==> config.mk <==
export PLATFORM = sky130hd
export DESIGN_NAME = multi_counter_ctrl
export DESIGN_NICKNAME = d
export VERILOG_FILES = /design/src/rtl/multi_counter_ctrl.sv
export SDC_FILE = /design/constraint.sdc
export NUM_CORES = 1
export LEC_CHECK = 0
export CAP_MARGIN = 5
export CORE_ASPECT_RATIO = 0.75
export CORE_MARGIN = 1.5
export CORE_UTILIZATION = 45
export DETAILED_ROUTE_END_ITERATION = 6
export HOLD_SLACK_MARGIN = 0.06
export PLACE_DENSITY = 0.75
export SYNTH_ARGS = -nofsm -noshare
export SYNTH_HDL_FRONTEND = slang
export SYNTH_SLANG_ARGS = --single-unit
==> constraint.sdc <==
create_clock -name clk_i -period 3.9 [get_ports clk_i]
set_clock_uncertainty 0.15 [all_clocks]
set_input_delay 0.39 -clock clk_i [delete_from_list [all_inputs] [get_ports clk_i]]
set_output_delay 0.39 -clock clk_i [all_outputs]
set_load 0.05 [all_outputs]
==> src/rtl/multi_counter_ctrl.sv <==
// Multi-channel step counter controller: per-channel one-shot/auto-reload counters loaded through
// a shared config port, with sticky overflow and a round-robin finish-event port.
//   state   | meaning
//   ST_IDLE | never configured since reset; steps flag overflow, recounts ignored
//   ST_RUN  | counting steps toward the target
//   ST_DONE | one-shot target reached; steps flag overflow, recount or config re-arms
module multi_counter_ctrl #(
    parameter int COUNTER_BITWIDTH = 8,
    parameter int NUM_CH           = 4,
    parameter int CH_IDX_W         = (NUM_CH > 1) ? $clog2(NUM_CH) : 1
) (
    input  logic                               clk_i,
    input  logic                               rst_i,
    input  logic                               en_i,
    input  logic                               config_valid_i,
    output logic                               config_ready_o,
    input  logic [CH_IDX_W-1:0]                config_ch_i,
    input  logic [COUNTER_BITWIDTH-1:0]        config_target_i,
    input  logic                               config_mode_i,
    input  logic [NUM_CH-1:0]                  recount_en_i,
    input  logic [NUM_CH-1:0]                  step_en_i,
    output logic [NUM_CH*COUNTER_BITWIDTH-1:0] count_o,
    output logic [NUM_CH-1:0]                  busy_o,
    output logic                               finish_valid_o,
    output logic [CH_IDX_W-1:0]                finish_ch_o,
    input  logic                               finish_ready_i,
    output logic [NUM_CH-1:0]                  overflow_o,
    input  logic [NUM_CH-1:0]                  clear_overflow_i
);

    localparam int W = COUNTER_BITWIDTH;

    typedef enum logic [1:0] {
        ST_IDLE = 2'd0,
        ST_RUN  = 2'd1,
        ST_DONE = 2'd2
    } state_t;

    state_t              state_q  [NUM_CH];
    state_t              state_d  [NUM_CH];
    logic [W-1:0]        count_q  [NUM_CH];
    logic [W-1:0]        count_d  [NUM_CH];
    logic [W-1:0]        target_q [NUM_CH];
    logic [W-1:0]        target_d [NUM_CH];
    logic [NUM_CH-1:0]   mode_q, mode_d;
    logic [NUM_CH-1:0]   pend_q, pend_d;
    logic [NUM_CH-1:0]   ovf_q, ovf_d;
    logic [NUM_CH-1:0]   busy_q, busy_d;
    logic [CH_IDX_W-1:0] rr_q, rr_d;

    logic                ch_running;
    logic                cfg_acc;
    logic [NUM_CH-1:0]   cfg_hit;
    logic [NUM_CH-1:0]   pop_hit;
    logic                pop;
    logic [CH_IDX_W-1:0] fin_ch;
    int                  idx;
    logic                evt;
    logic                ovf_set;
    logic [W-1:0]        tgt_m1;

    // An out-of-range config_ch_i matches no channel: ready stays high and the request is dropped.
    always_comb begin
        ch_running = 1'b0;
        cfg_hit    = '0;
        for (int c = 0; c < NUM_CH; c++) begin
            if (config_ch_i == CH_IDX_W'(c)) begin
                ch_running = (state_q[c] == ST_RUN);
                cfg_hit[c] = 1'b1;
            end
        end
    end

    assign config_ready_o = en_i && !ch_running;
    assign cfg_acc        = config_valid_i && config_ready_o;

    // Scan from the far end so the first pending channel at or after the pointer wins.
    always_comb begin
        fin_ch = '0;
        idx    = 0;
        for (int k = NUM_CH - 1; k >= 0; k--) begin
            idx = int'(rr_q) + k;
            if (idx >= NUM_CH) idx = idx - NUM_CH;
            if (pend_q[idx[CH_IDX_W-1:0]]) fin_ch = idx[CH_IDX_W-1:0];
        end
    end

    assign finish_valid_o = |pend_q;
    assign finish_ch_o    = fin_ch;
    assign pop            = finish_valid_o && finish_ready_i;

    always_comb begin
        pop_hit = '0;
        for (int c = 0; c < NUM_CH; c++) begin
            pop_hit[c] = pop && (fin_ch == CH_IDX_W'(c));
        end
    end

    always_comb begin
        mode_d  = mode_q;
        pend_d  = pend_q;
        ovf_d   = ovf_q;
        busy_d  = busy_q;
        evt     = 1'b0;
        ovf_set = 1'b0;
        tgt_m1  = '0;
        for (int c = 0; c < NUM_CH; c++) begin
            state_d[c]  = state_q[c];
            count_d[c]  = count_q[c];
            target_d[c] = target_q[c];
            evt         = 1'b0;
            ovf_set     = 1'b0;
            tgt_m1      = target_q[c] - W'(1);

            if (cfg_acc && cfg_hit[c]) begin
                target_d[c] = config_target_i;
                mode_d[c]   = config_mode_i;
                count_d[c]  = '0;
                state_d[c]  = ST_RUN;
            end else if (en_i && recount_en_i[c] && (state_q[c] != ST_IDLE)) begin
                count_d[c] = '0;
                state_d[c] = ST_RUN;
            end else if (en_i && step_en_i[c]) begin
                if (state_q[c] == ST_RUN) begin
                    // target 0 wraps tgt_m1 to all-ones, giving the full 2^W step range
                    if (count_q[c] == tgt_m1) begin
                        count_d[c] = '0;
                        evt        = 1'b1;
                        if (!mode_q[c]) state_d[c] = ST_DONE;
                    end else begin
                        count_d[c] = count_q[c] + W'(1);
                    end
                end else begin
                    ovf_set = 1'b1;
                end
            end

            if (evt && pend_q[c] && !pop_hit[c]) ovf_set = 1'b1;
            pend_d[c] = evt || (pend_q[c] && !pop_hit[c]);
            ovf_d[c]  = ovf_set || (ovf_q[c] && !clear_overflow_i[c]);
            busy_d[c] = (state_d[c] == ST_RUN);
        end
    end

    always_comb begin
        rr_d = rr_q;
        if (pop) begin
            rr_d = (fin_ch == CH_IDX_W'(NUM_CH - 1)) ? '0 : fin_ch + CH_IDX_W'(1);
        end
    end

    always_ff @(posedge clk_i) begin
        if (rst_i) begin
            for (int c = 0; c < NUM_CH; c++) begin
                state_q[c]  <= ST_IDLE;
                count_q[c]  <= '0;
                target_q[c] <= '0;
            end
            mode_q <= '0;
            pend_q <= '0;
            ovf_q  <= '0;
            busy_q <= '0;
            rr_q   <= '0;
        end else begin
            for (int c = 0; c < NUM_CH; c++) begin
                state_q[c]  <= state_d[c];
                count_q[c]  <= count_d[c];
                target_q[c] <= target_d[c];
            end
            mode_q <= mode_d;
            pend_q <= pend_d;
            ovf_q  <= ovf_d;
            busy_q <= busy_d;
            rr_q   <= rr_d;
        end
    end

    always_comb begin
        count_o = '0;
        for (int c = 0; c < NUM_CH; c++) begin
            count_o[c*W +: W] = count_q[c];
        end
    end

    assign busy_o     = busy_q;
    assign overflow_o = ovf_q;

endmodule

==> results.yml <==
synth:
  synth.yosys.seq_area_share: 0.362
  yosys_warnings: 0
  synth_top_cell_by_area: "dfxtp_1"
  synth_enable_flop_cells: 0
  syn_inst: 606
  ys_seq_elements: 90
  avgSynthCellArea_um2: 8.21
  synth_area_um2: 4970
  synthArstFlopShare: 0
  synth_fp_nets: 646
  synth_area_leaders: "dfxtp_1 36%, mux2i_1 5.4%, nor2_1 5.4%, nand2_1 5.4%, xor2_1 4.9%"
  synth-main-ff-cell: "dfxtp_1"
  synth.distinct_cells: 65
  synth_top_area_share: 0.362
clock_tree:
  cts_tree: "built"
  post_cts_buffers: 0
  clock_latency_ps: 340
  cts_hold_buffers: 0
  cts_max_level: 3
  post_cts_resized: 0
  cts_max_path_buffers: 2
  cts_root_buf: "clkbuf_16"
  cts_buffers: 9
  clkTransAtPathRegs_ps: 60
  cts_sinks: 90
layout:
  nets: 705
  drive_above_1_share: 0.0507
  diodes: 0
  syn_to_final_growth_pct: 22.0
  fin_util: 0.559
  instances_no_fill: 810
  final_cell_mix: "90 x dfxtp_1, 72 x nor2_1, 71 x nand2_1"
  layout_commonest_cell: "dfxtp_1"
detailed_routing:
  ant_nets: 0
  drc: 0
  wire_per_inst_um: 16.0
  firstDrtPassIters: 5
  drt_wl_total_mm: 12.9
  vias_per_cell: 5.74
  routed-via-count: 4649
  drt_iter0_drc: 372
sta:
  max_freq_mhz: 344
  tightest_slew_ps: 814
  finalSetupViolCount: 0
  hold_viol_final: 0
  setup_tns_ps: 0
  rsz0062_at_grt: "no"
  slew_violations: 0
  relSlewSlack: 0.455
  period_share: 0.746
  min_period_ps: 2910
place:
  gp_congestion: 0.865
  dp_cells: 794
  port_buffers: 71
  hpwl_mm: 9.52
setup_path:
  cpMaxStageDelayCell: "clkdlybuf4s50_1"
  path_buf_inv: 2
  cp_slowest_stage_delay_ps: 690
  cp_cell_sequence: "clkdlybuf4s50_1, mux4_2, and2_1, clkdlybuf4s50_1"
  arrival_ps: 2370
  worstSetupEndpointType: "primary output"
  cp_max_fo: 4
  setup.worst_path.start_class: "primary input"
  cp_top_family: "buffers and inverters"
  path_common_cell: "clkdlybuf4s50_1"
  path_class: "primary input to primary output"
  crit_required_ps: 3360
power:
  peakVddDrop_mv: 0.223
  design_power_total_mw: 1.99
  power_density_nw_per_um2: 329
  p_leak_nw: 2.28
grt:
  grt_max_degree: 53
  antenna_found_initial: 0
  grt_pass1_vias: 4262
  grt_usage: 0.221
  grt_first_pass_wirelength_mm: 21.0
  overflow: 0
floorplanning:
  num_rows: 33
  start_util: 0.458
  ios: 72
  core-area_um2: 10900
  die_w_um: 124
  dieArea_um2: 11700
  chipHeight_um: 94.0
flow_run:
  maxCapViolCount: 0
outcome:
  status: "completed"
min_path:
  hold_class: "flip-flop to flip-flop"
==> state kept, by name, indices dropped and copies added (netlist names) <==
name        flops
state_q         8
count_q        32
target_q       32
pend_q          4
mode_q          4
overflow_o      4
busy_o          4
rr_q            2
==> per-stage QoR <==
step	worst slack [ps]	instance area [µm²]	hold slack, ps
final	991	6070	322
after global routing	899	6070	358
after CTS	989	6070	322
after detailed placement	896	5780	313
after global placement	1000	5780	308
after floorplan	1540	4970	287
==> cells by family (layout without fill, tap and decap cells) <==
logic type	after synthesis	count (layout)	synth area share
mux	28	28	0.0589
buf+inv	47	111	0.0375
compound gates	116	116	0.164
xor+xnor	52	52	0.0916
fa+ha+maj	12	12	0.0302
flops	90	90	0.362
simple gates	261	261	0.256
==> final cells by class <==
type	instances	area, µm²
Timing Repair Buffer	75	736
Clock buffer	14	274
Inverter	20	75.1
Fill cell	963	4790
Tap cell	140	175
Multi-Input combinational cell	469	3000
Clock inverter	2	10.0
Sequential cell	90	1800
==> final timing paths <==
check	from	end	slack, ps	cells past startpoint
worst min-delay path	mode_q[3]	mode_q[3]	320	2
worst min register to register	mode_q[3]	mode_q[3]	320	2
worst max register to register	target_q[2][0]	count_q[2][1]	1140	8
worst max-delay path	config_ch_i[0]	config_ready_o	990	4
==> Yosys cell counts (all sizes together), types with 3 or more instances <==
master and instances:
or3 7, a31oi 7, o22ai 5, and3 7, dfxtp 90, nand2b 11
inv 20, xor2 28, o21a 4, xnor2 24, nor2b 11, ha 12
nand2 71, nor3 12, nand3 15, o31a 3, o31ai 6, and2 8
o21ai 10, or4 5, nand4 18, nor4 12, clkbuf 21, a211oi 14
buf 6, a21oi 32, mux2i 27, or2 4, o211ai 4, nor2 72
nor3b 3
==> worst register-to-register path: stages (launching register included) <==
cell,delay (ps)
dfxtp_1,430
inv_1,70
ha_1,300
xor2_1,130
nand2_1,60
a221o_1,260
nor4_1,570
and2_1,480
a221oi_1,160
==> layer usage <==
layer,wire length [µm],track usage
met1,6050,0.297
met2,5960,0.351
met3,760,0.0518
met4,158,0.0738
met5,0,0
==> power breakdown <==
| part | switching [mW] | internal (mW) |
|---|---|---|
| Sequential | 0.0166 | 0.935 |
| Clock | 0.350 | 0.483 |
| Combinational | 0.123 | 0.0873 |
Note: power is estimated with default switching activity, not from simulation.
==> RTL change (config.mk and constraints unchanged) <==
Set the parameter `COUNTER_BITWIDTH` to 6 (it was 8).
--- a/src/rtl/multi_counter_ctrl.sv
+++ b/src/rtl/multi_counter_ctrl.sv
@@ -6,5 +6,5 @@
 //   ST_DONE | one-shot target reached; steps flag overflow, recount or config re-arms
 module multi_counter_ctrl #(
-    parameter int COUNTER_BITWIDTH = 8,
+    parameter int COUNTER_BITWIDTH = 6,
     parameter int NUM_CH           = 4,
     parameter int CH_IDX_W         = (NUM_CH > 1) ? $clog2(NUM_CH) : 1
Ports: changed (resized config_target_i and count_o); port bits go from 72 to 62. The function was not compared with the original's and may differ.
==> RTL change against the unedited design <==
Sequential share of layout area is 1.1 points lower. Cell area is 15% lower. Die area is 14% lower. Wire length is 15% lower. Sequential cell count is 16 lower. Non-clock buffer count is 13 lower. Setup slack worse by 210 ps. Synthesized area is 14% lower. Power is 14% lower. Largest power group unchanged.
==> RTL change: results (changes against the unedited design) <==
Run status
  – Status: complete, no violations (unchanged)

Placement
  – PortBufs: 61 (was 71)
  – GPL Wtd Cong: 0.8265 (was 0.8653)
  – Place WS: 764.0 ps (was 895.6 ps)
  – Placed cell count: 681 (was 794)
  – Placed Area: 4923 µm² (was 5784 µm²)
  – Post-DP HPWL: 7870 µm (was 9519 µm)

Logic synthesis
  – Seq/Total Area, Yosys: 34.71% (was 36.23%)
  – Syn nets: 554 (was 646)
  – Post-Synth XOR/XNOR Area: 5.512% (was 9.157%)
  – Syn_area_per_cell: 8.271 µm² (was 8.207 µm²)
  – Yosys cell types: 61 (was 65)
  – Post-Synth Adder-Cell Area: 3.518% (was 3.019%)
  – Post-synthesis mux area share: 6.860% (was 5.887%)

Global routing
  – Pin count of the biggest net entering global routing: 48 (was 53)
  – Global-route wire length before repair: 17840 µm (was 20980 µm)
  – Number of global-route vias before repair: 3608 (was 4262)
  – GRT Overall Usage: 22.87% (was 22.10%)

Detailed routing
  – Iteration-0 DRC Markers: 418 (was 372)
  – Drt wl/cell: 15.77 µm (was 15.96 µm)
  – Via Count: 4012 (was 4649)
  – Drt pass-1 iters: 6 (was 5)

Timing
  – Worst slew margin: 35.53% (was 45.52%)

Pwr
  – Static Leak: 2.080 nW (was 2.285 nW)
  – Net Switching: 0.0004170 W (was 0.0004889 W)
  – VDD IR max: 0.1997 mV (was 0.2227 mV)

Finish
  – Nets: 602 (was 705)

Critical path
  – CP Max Fanout: 5 (was 4)
  – Arr. time, crit path: 2580 ps (was 2370 ps)
[RTL change: worst max-delay path: stages]
cell	delay, ps
clkdlybuf4s50_1	500
inv_1	170
mux4_2	510
nor2b_1	180
clkdlybuf4s50_1	830
[RTL change: cell type report]
class / instances / area, µm²
sequential: 74 / 1481
clock buffer: 13 / 260.3
tap: 128 / 160.2
multi-input combinational: 394 / 2577
fill: 814 / 3938
timing repair buffer: 62 / 618.1
inverter: 23 / 86.33
[RTL change: path summary, 6_finish.rpt]
path / from / end / slack (ps) / cells past startpoint
worst max-delay path: config_ch_i[0] / config_ready_o / 780 / 5
worst min-delay path: state_q[3][0]$_SDFF_PP0_ / state_q[3][0]$_SDFF_PP0_ / 350 / 2
worst max register to register: target_q[3][0]$_SDFFE_PP0P_ / busy_o[3]$_SDFF_PP0_ / 1410 / 7
worst min register to register: state_q[3][0]$_SDFF_PP0_ / state_q[3][0]$_SDFF_PP0_ / 350 / 2
[RTL change: power by group through the flow]
| stage | Combinational [W] | Clock (W) | Sequential [W] |
|---|---|---|---|
| after global routing | 0.000203 | 0.000796 | 0.000785 |
| after global placement | 0.000182 | 0 | 0.000798 |
| after CTS | 0.000188 | 0.000757 | 0.000783 |
| after floorplan | 0.000101 | 0 | 0.000815 |
| after detailed placement | 0.000187 | 0 | 0.000799 |
| final | 0.000188 | 0.000746 | 0.000783 |
[RTL change: per-layer routing]
layer  GRT usage, %  vias up  wire length, µm  share of wire, %
met5              0        -                0                 0
met4          6.397        0              123               1.1
met3          5.358       12              770               7.0
met2          37.01      146             5066                46
met1          30.57     1905             4985                46
li1               -     1949                -                 -
